## config.mk

```make
export PLATFORM = sky130hd
export DESIGN_NAME = fetch_sequencer
export DESIGN_NICKNAME = d
export VERILOG_FILES = /design/src/rtl/fetch_sequencer.sv
export SDC_FILE = /design/constraint.sdc
export NUM_CORES = 1
export LEC_CHECK = 0
export ABC_AREA = 0
export BUFFER_PORTS_ARGS = -buffer_cell sky130_fd_sc_hd__buf_2
export CORE_UTILIZATION = 48
export DETAILED_ROUTE_END_ITERATION = 10
export PLACE_DENSITY = 0.8
export SLEW_MARGIN = 40
export SYNTH_ARGS = -nofsm -noshare
export SYNTH_HDL_FRONTEND = slang
export SYNTH_SLANG_ARGS = --single-unit
```

## constraint.sdc

```tcl
create_clock -name clk -period 2.6 [get_ports clk]
set_input_delay 0.26 -clock clk [delete_from_list [all_inputs] [get_ports clk]]
set_output_delay 0.26 -clock clk [all_outputs]
set_load 0.02 [all_outputs]
```

## src/rtl/fetch_sequencer.sv

```systemverilog
// Multi-cycle fetch/decode/execute sequencer for the 16-bit von Neumann RISC: owns PC and IR,
// arbitrates the shared memory port and turns control-unit decisions into phase-qualified strobes.
module fetch_sequencer #(
  parameter int              ADDR_W     = 8,
  parameter logic [ADDR_W-1:0] RESET_PC = '0,
  parameter int              WAIT_LIMIT = 15
) (
  input  logic              clk,
  input  logic              rst,
  output logic [ADDR_W-1:0] mem_addr_out,
  output logic              mem_read_out,
  output logic              mem_write_out,
  input  logic [15:0]       mem_rdata_in,
  input  logic              mem_ready_in,
  output logic [3:0]        opcode_out,
  output logic [15:0]       instr_out,
  input  logic              reg_write_enable_in,
  input  logic              mem_write_enable_in,
  input  logic              mem_to_reg_select_in,
  input  logic              mem_address_select_in,
  input  logic              jump_enable_in,
  input  logic              branch_enable_in,
  input  logic              halt_cpu_in,
  input  logic              alu_zero_flag_in,
  input  logic [15:0]       alu_result_in,
  output logic [ADDR_W-1:0] pc_out,
  output logic              reg_write_strobe_out,
  output logic              halted_out,
  output logic              fault_out
);

  typedef enum logic [2:0] {
    S_FETCH,
    S_DECODE,
    S_EXECUTE,
    S_MEM,
    S_HALT
  } state_t;

  localparam logic [3:0] WAIT_LAST = 4'(WAIT_LIMIT - 1);

  state_t            state;
  logic [ADDR_W-1:0] pc;
  logic [15:0]       ir;
  logic [3:0]        wait_cnt;
  logic              fault;

  logic [ADDR_W-1:0] pc_inc;
  logic [ADDR_W-1:0] branch_offset;
  logic [ADDR_W-1:0] data_addr;
  logic              wait_expired;
  logic              unused_alu_bits;

  assign pc_inc          = pc + ADDR_W'(1);
  assign branch_offset   = ADDR_W'({{8{ir[7]}}, ir[7:0]});
  assign data_addr       = alu_result_in[ADDR_W-1:0];
  assign wait_expired    = (wait_cnt == WAIT_LAST);
  assign unused_alu_bits = ^alu_result_in[15:ADDR_W];

  // PC is already incremented when EXECUTE runs, so the branch offset is relative to PC+1.
  always_ff @(posedge clk) begin
    if (rst) begin
      state    <= S_FETCH;
      pc       <= RESET_PC;
      ir       <= 16'h0000;
      wait_cnt <= 4'd0;
      fault    <= 1'b0;
    end else begin
      // NOTE: sequential state uses non-blocking assignments only, so every branch below sees
      // the pre-edge values of pc/ir/wait_cnt regardless of statement order.
      wait_cnt <= 4'd0;
      unique case (state)
        S_FETCH: begin
          if (mem_ready_in) begin
            ir    <= mem_rdata_in;
            pc    <= pc_inc;
            state <= S_DECODE;
          end else if (wait_expired) begin
            fault <= 1'b1;
            state <= S_HALT;
          end else begin
            wait_cnt <= wait_cnt + 4'd1;
          end
        end
        S_DECODE: state <= S_EXECUTE;
        S_EXECUTE: begin
          if (halt_cpu_in) begin
            state <= S_HALT;
          end else if (jump_enable_in) begin
            pc    <= ir[ADDR_W-1:0];
            state <= S_FETCH;
          end else if (branch_enable_in) begin
            if (alu_zero_flag_in) pc <= pc + branch_offset;
            state <= S_FETCH;
          end else if (mem_address_select_in) begin
            state <= S_MEM;
          end else begin
            state <= S_FETCH;
          end
        end
        S_MEM: begin
          if (mem_ready_in) begin
            state <= S_FETCH;
          end else if (wait_expired) begin
            fault <= 1'b1;
            state <= S_HALT;
          end else begin
            wait_cnt <= wait_cnt + 4'd1;
          end
        end
        S_HALT:  state <= S_HALT;
        default: state <= S_FETCH;
      endcase
    end
  end

  // Requests and strobes follow the current phase in the same cycle; reset masks them so an
  // aborted access never produces a strobe.
  always_comb begin
    // NOTE: every output gets a default before the case, so no path leaves one unassigned
    // and no latch is inferred.
    mem_addr_out         = pc;
    mem_read_out         = 1'b0;
    mem_write_out        = 1'b0;
    reg_write_strobe_out = 1'b0;
    if (!rst) begin
      unique case (state)
        S_FETCH: mem_read_out = 1'b1;
        S_EXECUTE: begin
          if (!halt_cpu_in && !jump_enable_in && !branch_enable_in && !mem_address_select_in)
            reg_write_strobe_out = reg_write_enable_in;
        end
        S_MEM: begin
          mem_addr_out         = data_addr;
          mem_read_out         = mem_to_reg_select_in;
          mem_write_out        = mem_write_enable_in;
          reg_write_strobe_out = mem_ready_in && mem_to_reg_select_in && !mem_write_enable_in;
        end
        default: ;
      endcase
    end
  end

  assign opcode_out = ir[15:12];
  assign instr_out  = ir;
  assign pc_out     = pc;
  assign halted_out = (state == S_HALT);
  assign fault_out  = fault;

endmodule
```

== Word-level counts from Yosys, hierarchy flattened ==
Index checks and enable logic that the tools add are counted.

* Bitwise gates (word level): 2
* Mux-type cells: 23
* Reduce and logical (&&, ||, !) cells: 17
* Equality and inequality tests: 9
* $add $sub $neg: 3

{| class="wikitable"
|+ Operators with widths
! operator !! count
|-
| $mux W8 || 7
|-
| $pmux W8 S2 || 1
|-
| $pmux W3 S5 || 1
|-
| $mux W3 || 4
|-
| $add A8 B1 Y8 const B || 1
|-
| $add A8 B8 Y8 || 1
|-
| $eq A3 B2 Y1 const B || 2
|-
| $mux W2 || 3
|-
| $ne A3 B3 Y1 const B || 2
|-
| $logic_and A1 B1 Y1 || 5
|-
| $logic_not A1 Y1 || 5
|-
| $mux W1 || 5
|-
| $reduce_and A5 Y1 || 1
|-
| $add A4 B1 Y4 const B || 1
|-
| $eq A4 B4 Y1 const B || 1
|-
| $ne A2 B2 Y1 const B || 2
|-
| $pmux W1 S2 || 2
|-
| $reduce_or A4 Y1 || 1
|-
| $eq A3 B1 Y1 const B || 1
|-
| $eq A3 B3 Y1 const B || 1
|-
| $logic_not A3 Y1 || 1
|-
| $reduce_and A3 Y1 || 1
|-
| $not A1 Y1 || 2
|-
| $reduce_and A2 Y1 || 1
|-
| other kinds (2) || 2
|}

* Input port bits: 43
* Word-level logic and storage cells: 59
* Register bits after elaboration: 32

== Depth between registers and ports, before layout ==
Gate-level depths: netlist of run 1.

* Depth in word-level cells: 7
* Depth in mapped cells: 8
* Depth with buffers taken out: 8

== Worst setup path before layout of run 1 ==
Ideal clock, no wire load.

* Kind: reg2reg
* From: reg pc[0] (netlist: pc_out[0])
* To: reg pc[6] (netlist: pc_out[6])
* Stages on the path, launching flop included: 8
* Arrival: 2.027 ns
* Setup time: 0.112 ns
* Path slack: 0.461 ns
* Clock period less this slack: 2.139 ns
* Data required time: 2.488 ns
* Path buffers: 0
* Cell sequence: dfxtp_1 ha_1 inv_1 fa_1 nand2b_1 a211oi_1 a311oi_1 a2111oi_1

* Longest elaborated chain between the ends: 6
* Elaborated cells on any way between the ends: 8

{| class="wikitable"
|+ RTL lines
! element !! line !! text
|-
| from (decl) || 43 || <nowiki>logic [ADDR_W-1:0] pc;</nowiki>
|-
| from (signal assigned) || 76 || <nowiki>pc <= pc_inc;</nowiki>
|-
| from (signal assigned) || 90 || <nowiki>pc <= ir[ADDR_W-1:0];</nowiki>
|-
| from (signal assigned) || 93 || <nowiki>if (alu_zero_flag_in) pc <= pc + branch_offset;</nowiki>
|-
| $add A8 B8 Y8 || 93 ||
|-
| $mux W8 || 93 ||
|-
| $mux W8 || 92 || <nowiki>end else if (branch_enable_in) begin</nowiki>
|-
| $mux W8 || 89 || <nowiki>end else if (jump_enable_in) begin</nowiki>
|-
| $mux W8 || 87 || <nowiki>if (halt_cpu_in) begin</nowiki>
|-
| $pmux W8 S2 (*) || 72 || <nowiki>unique case (state)</nowiki>
|}

Mark *: on every way between the ends. The rest lies on a longest branch, timed or not. The select of a mux whose other input is x is not followed.
A chain may end at the register's enable or synchronous reset.

== Worst setup path after layout of run 1 ==
* From: reg state[0]
* To: out reg_write_strobe_out

* Longest elaborated chain between the ends: 3
* Elaborated cells on any way between the ends: 4

{| class="wikitable"
|+ RTL lines
! element !! line !! text
|-
| from (decl) || 42 || <nowiki>state_t state;</nowiki>
|-
| from (signal assigned) || 63 || <nowiki>state <= S_FETCH;</nowiki>
|-
| from (signal assigned) || 77 || <nowiki>state <= S_DECODE;</nowiki>
|-
| from (signal assigned) || 80 || <nowiki>state <= S_HALT;</nowiki>
|-
| $eq A3 B2 Y1 || 127 || <nowiki>unique case (state)</nowiki>
|-
| $pmux W1 S2 (*) || 127 ||
|-
| $mux W1 (*) || 126 || <nowiki>if (!rst) begin</nowiki>
|-
| to (decl) || 27 || <nowiki>output logic reg_write_strobe_out,</nowiki>
|}

Mark *: on every way between the ends. The rest lies on a longest branch, timed or not.

==> results of run 1 <==
worst max-delay path, stage by stage, from the launching register on:
cell and delay [ps]:
dfxtp_1 470, or4b_4 660, nor3_1 210, nand3b_1 110
a211oi_1 190, buf_2 200
sequential cells by signal, summed over array words and instances, names as in the netlist:
register and cells:
instr_out 16, fault_out 1, pc_out 8, wait_cnt 4
state 3
stage by stage:
step / hold WS [ps] / setup slack (ps) / util, % / cells / cell area, um2
global placement: 439 / 438 / 59.1 / 364 / 2360
global route: 210 / 22.5 / 61.3 / 372 / 2450
floorplan: 396 / 461 / - / 253 / 1990
detailed placement: 447 / 402 / 59.1 / 364 / 2360
CTS: 204 / 162 / 61.3 / 372 / 2450
finish: 210 / 228 / 61.3 / 372 / 2450
final cells by class:
type | count | share of cell area, %
clock buffer | 8 | 3.67
inverter | 10 | 1.53
multi-input combinational | 195 | 50.2
timing repair buffer | 77 | 15.9
sequential | 32 | 26.2
tap | 50 | 2.55
report_power, final:
part | leakage, nW | total (mW) | internal, mW | switching, mW
combinational | 0.808 | 0.296 | 0.121 | 0.175
clock | 0.0455 | 0.390 | 0.216 | 0.174
sequential | 0.262 | 0.561 | 0.520 | 0.0402
total | 1.12 | 1.25 | 0.857 | 0.390
cells in the mapped netlist, drive strengths merged (3+ instances only):
library cell / n / area (um2)
dfxtp: 32 / 641
nor3: 5 / 25.0
a31oi: 4 / 25.0
nand2: 46 / 173
a311oi: 3 / 26.3
o21ai: 10 / 61.3
mux2: 6 / 67.6
nor2: 26 / 105
a211oi: 4 / 30.0
clkbuf: 8 / 30.0
and2: 3 / 18.8
ha: 10 / 125
nand2b: 3 / 18.8
xor2: 4 / 35.0
buf: 8 / 50.1
a2111oi: 3 / 33.8
xnor2: 4 / 35.0
nand3b: 3 / 22.5
o31ai: 3 / 22.5
inv: 9 / 33.8
a21oi: 26 / 134
mux2i: 3 / 30.0
nand3: 8 / 40.0
cells by family (layout without fill, tap and decap cells):
kind of cell	count (synthesis)	count (layout)	synth area share, %
AOI/OAI and AO/OA	62	62	20.5
xor gates and xnor gates	8	8	3.52
adders and majority gates	11	11	7.30
buffers and inverters	26	95	5.91
DFF	32	32	32.2
muxes	9	9	4.91
and+or+nand+nor	105	105	25.7
layout by cell type, fill, tap and decap left out, drive strengths merged, types with 3 or more instances in the layout:
cell type | netlist | final
buf | 8 | 77
nand2 | 46 | 46
dfxtp | 32 | 32
nor2 | 26 | 26
a21oi | 26 | 26
ha | 10 | 10
o21ai | 10 | 10
inv | 9 | 9
nand3 | 8 | 8
clkbuf | 8 | 8
mux2 | 6 | 6
nor3 | 5 | 5
a211oi | 4 | 4
xnor2 | 4 | 4
a31oi | 4 | 4
xor2 | 4 | 4
and2 | 3 | 3
nand2b | 3 | 3
nand3b | 3 | 3
mux2i | 3 | 3
a311oi | 3 | 3
o31ai | 3 | 3
a2111oi | 3 | 3
how the worst max path moves through the flow:
| stage | from | to | slack, ps |
|---|---|---|---|
| floorplan | pc_out[0] | pc_out[6] | 460 |
| global route | state[0] | reg_write_strobe_out | 20 |
| global placement | pc_out[0] | pc_out[6] | 440 |
| finish | state[0] | reg_write_strobe_out | 230 |
| CTS | state[1] | reg_write_strobe_out | 160 |
| detailed placement | pc_out[0] | pc_out[6] | 400 |
routing by layer:
layer	wire (um)	GRT usage [%]
met5	0	0
met4	91	10.4
met3	329	5.34
met2	2190	39.7
met1	2150	26.3
==> results.cfg, run 1 <==
[status]
status = completed

[grt]
grt-ovfl-total = 0
grt_pass1_wl_um = 7610
grt_max_degree = 31
antenna_found_initial = 0
grtUsageTotal_pct = 22.9
grt_pass1_vias = 1799

[logic_synthesis]
synth_seq_area_share_pct = 32.2
synth_edf_count = 0
synth_area_per_cell_um2 = 7.86
ys_async_sr_fraction_pct = 0
synthCells = 253
syn_area_mm2 = 0.00199
synth_cell_types = 49
synthesis.nets = 307
synth_seq_cells = 32
yosysWarnings = 0
synthFlopType = dfxtp_1

[worst_setup_path]
r2r_slack_ps = 390
cp.required_ps = 2340
critPathLaunchType = register
arrival_ps = 2110
rr_endpoint = pc_out[6]
r2r_start = pc_out[0]
crit_fanout = 14
crit_type = register to output port
reg2reg_depth = 7
end_kind = output port

[floorplan]
initial_core_util_pct = 49.7
dieWidth_um = 66.4
die_h_um = 66.4
io_pins = 84
rows = 23
core_mm2 = 0.00400
die-area_mm2 = 0.00441

[clock_tree]
cts_tree = done
root_buffer = clkbuf_8
cts_resized = 0
post-cts-setup-buffer-count = 0
path_clk_slew_ps = 70
ctsHoldBuffers = 0
cts_buffer_depth = 2
cts_buffers = 5
h-tree-depth = 2
clock_sinks = 32
clk_latency_ps = 280

[place]
dp_hpwl_um = 3510
place_congestion = 0.830
portBuffers = 75

[routing]
ant_nets = 0
drt_first_pass_iters = 4
drc = 0
wirelength_um = 4760
avgViaCountPerCell = 5.42
wl_per_cell_um = 12.8
drtIter0Drc = 53
vias = 2018

[worst_hold_path]
hold_depth = 3
hold_path_end = instr_out[5]
hp-class = input port to register
hold_start = mem_rdata_in[5]

[timing]
timing.final.crit_share_pct = 91.2
max_freq_mhz = 422
slew_viol_final = 0
hold_viol_final = 0
tightest_slew_ps = 572
rsz0062_at_grt = no
skew_ps = 6.74
post-route-min-period_ps = 2370
worst_slew_margin_rel_pct = 61.9
final-setup-viol-count = 0
setup-tns-final_ps = 0

[layout]
regArea_um2 = 642
drive_gt1_share_pct = 31.1
area_growth_pct = 23.3
multi_input_area_mm2 = 0.00123
diodes = 0
fin_nets = 375
fill_cells = 379

[pwr]
p_leak_nw = 1.12
total_power_mw = 1.25
cellPowerDensity_mw_per_mm2 = 508
ir_drop_v = 0.000362

[run]
max_cap_viol_count = 0
Note: power is estimated with default switching activity, not from simulation.
==> run 2, diff against run 1 <==
==> constraint.sdc (replaced) <==
create_clock -name clk -period 2.6 [get_ports clk]
set_input_delay 0.13 -clock clk [delete_from_list [all_inputs] [get_ports clk]]
set_output_delay 0.13 -clock clk [all_outputs]
set_load 0.02 [all_outputs]
==> run 2 against run 1 <==
Net effect: worst setup slack improved by 58 ps; register-to-register slack about the same; power increased by 0.32%; via count grew 0.79%; clock skew shrank 1.5 ps; first-iteration DRC count increased by 23%; routed wire length grew 2.5%; combinational power about the same.
==> results.cfg, run 2 (synthesis gave the netlist of run 1 again) <==
[routing]
vias = 2034
ant_nets = 0
drc = 0
drt_first_pass_iters = 4
drtIter0Drc = 65
avgViaCountPerCell = 5.47
wirelength_um = 4870
wl_per_cell_um = 13.1

[timing]
rsz0062_at_grt = no
post-route-min-period_ps = 2310
skew_ps = 5.24
tightest_slew_ps = 558
slew_viol_final = 0
setup-tns-final_ps = 0
hold_viol_final = 0
setup_ws_ps = 286
worst_slew_margin_rel_pct = 62.8
final-setup-viol-count = 0
max_freq_mhz = 432
timing.final.crit_share_pct = 89.0

[floorplan]
die-area_mm2 = 0.00441
dieWidth_um = 66.4
die_h_um = 66.4
rows = 23
core_mm2 = 0.00400
io_pins = 84
initial_core_util_pct = 49.7

[layout]
fill_cells = 367
regArea_um2 = 641
largest_reg_flops = 16
diodes = 0
multi_input_area_mm2 = 0.00123
instances_no_fill = 372
design_area_mm2 = 0.00245
fin_nets = 375
drive_gt1_share_pct = 30.7
area_growth_pct = 23.3
final_common_cell = buf_2
mostFrequentLayoutCells = 75 x buf_2, 46 x nand2_1, 32 x dfxtp_1

[grt]
grt_max_degree = 31
grt_pass1_wl_um = 7730
antenna_found_initial = 0
grt-ovfl-total = 0
grt_pass1_vias = 1767
grtUsageTotal_pct = 23.5

[worst_setup_path]
cp.required_ps = 2470
reg2reg_depth = 7
arrival_ps = 2180
crit_fanout = 13
end_kind = output port
critPathLaunchType = register
crit_type = register to output port

[clock_tree]
h-tree-depth = 2
post-cts-setup-buffer-count = 0
path_clk_slew_ps = 60
clock_sinks = 32
root_buffer = clkbuf_8
cts_buffers = 5
ctsHoldBuffers = 0
cts_buffer_depth = 2
cts_resized = 0
clk_latency_ps = 280
cts_tree = done

[pwr]
total_power_mw = 1.25
p_leak_nw = 1.12
ir_drop_v = 0.000377
cellPowerDensity_mw_per_mm2 = 510

[place]
place_inst = 364
pre_cts_slack_ps = 409
dp_hpwl_um = 3580
placed_area_mm2 = 0.00236
place_congestion = 0.882
portBuffers = 75

[run]
max_cap_viol_count = 0

[worst_hold_path]
hp-class = input port to register
hold_depth = 3

[status]
status = completed
-- run 2: cell count changes in the layout (fill, tap and decap cells not counted) --
cell     delta
dfxtp_2     -1
dfxtp_1     +1
-- run 2: final timing paths --
path | from | endpoint | slack [ps]
hold reg to reg | instr_out[10] | instr_out[10] | 470
setup / recovery | state[1] | reg_write_strobe_out | 290
hold / removal | mem_rdata_in[13] | instr_out[13] | 80
setup reg to reg | pc_out[0] | pc_out[6] | 380
-- run 2: worst max-delay path: stages, from the launching register on --
cell      delay [ps]
dfxtp_1          590
or4b_4           580
nor3_1           240
nand3b_1         120
a211oi_1         180
buf_2            190
-- run 2: metal layers --
metal	global-route usage (%)	part of all wire [%]
met1	27.2	43
met2	38.5	47
met3	7.76	7.7
met4	11.2	2.3
met5	0	0
-- run 2: layout make-up --
type                    count  area share (%)
multi-input cells         195            50.2
flip-flops and latches     32            26.1
repair buffers             77            15.9
clock buffers               8            3.67
well taps                  50            2.55
inverters                  10            1.53
-- run 2: per-stage QoR --
step / hold WS, ps / util [%]
final: 81.6 / 61.3
after global routing: 86.4 / 61.3
after CTS: 76.9 / 61.3
after detailed placement: 376 / 59.1
after global placement: 370 / 59.1
after floorplan: 266 / -
-- run 2: where the power goes --
part / internal (mW) / switching (mW) / total [mW]
registers: 0.520 / 0.0413 / 0.562
clock network: 0.216 / 0.175 / 0.391
logic: 0.121 / 0.177 / 0.298
total: 0.856 / 0.394 / 1.25
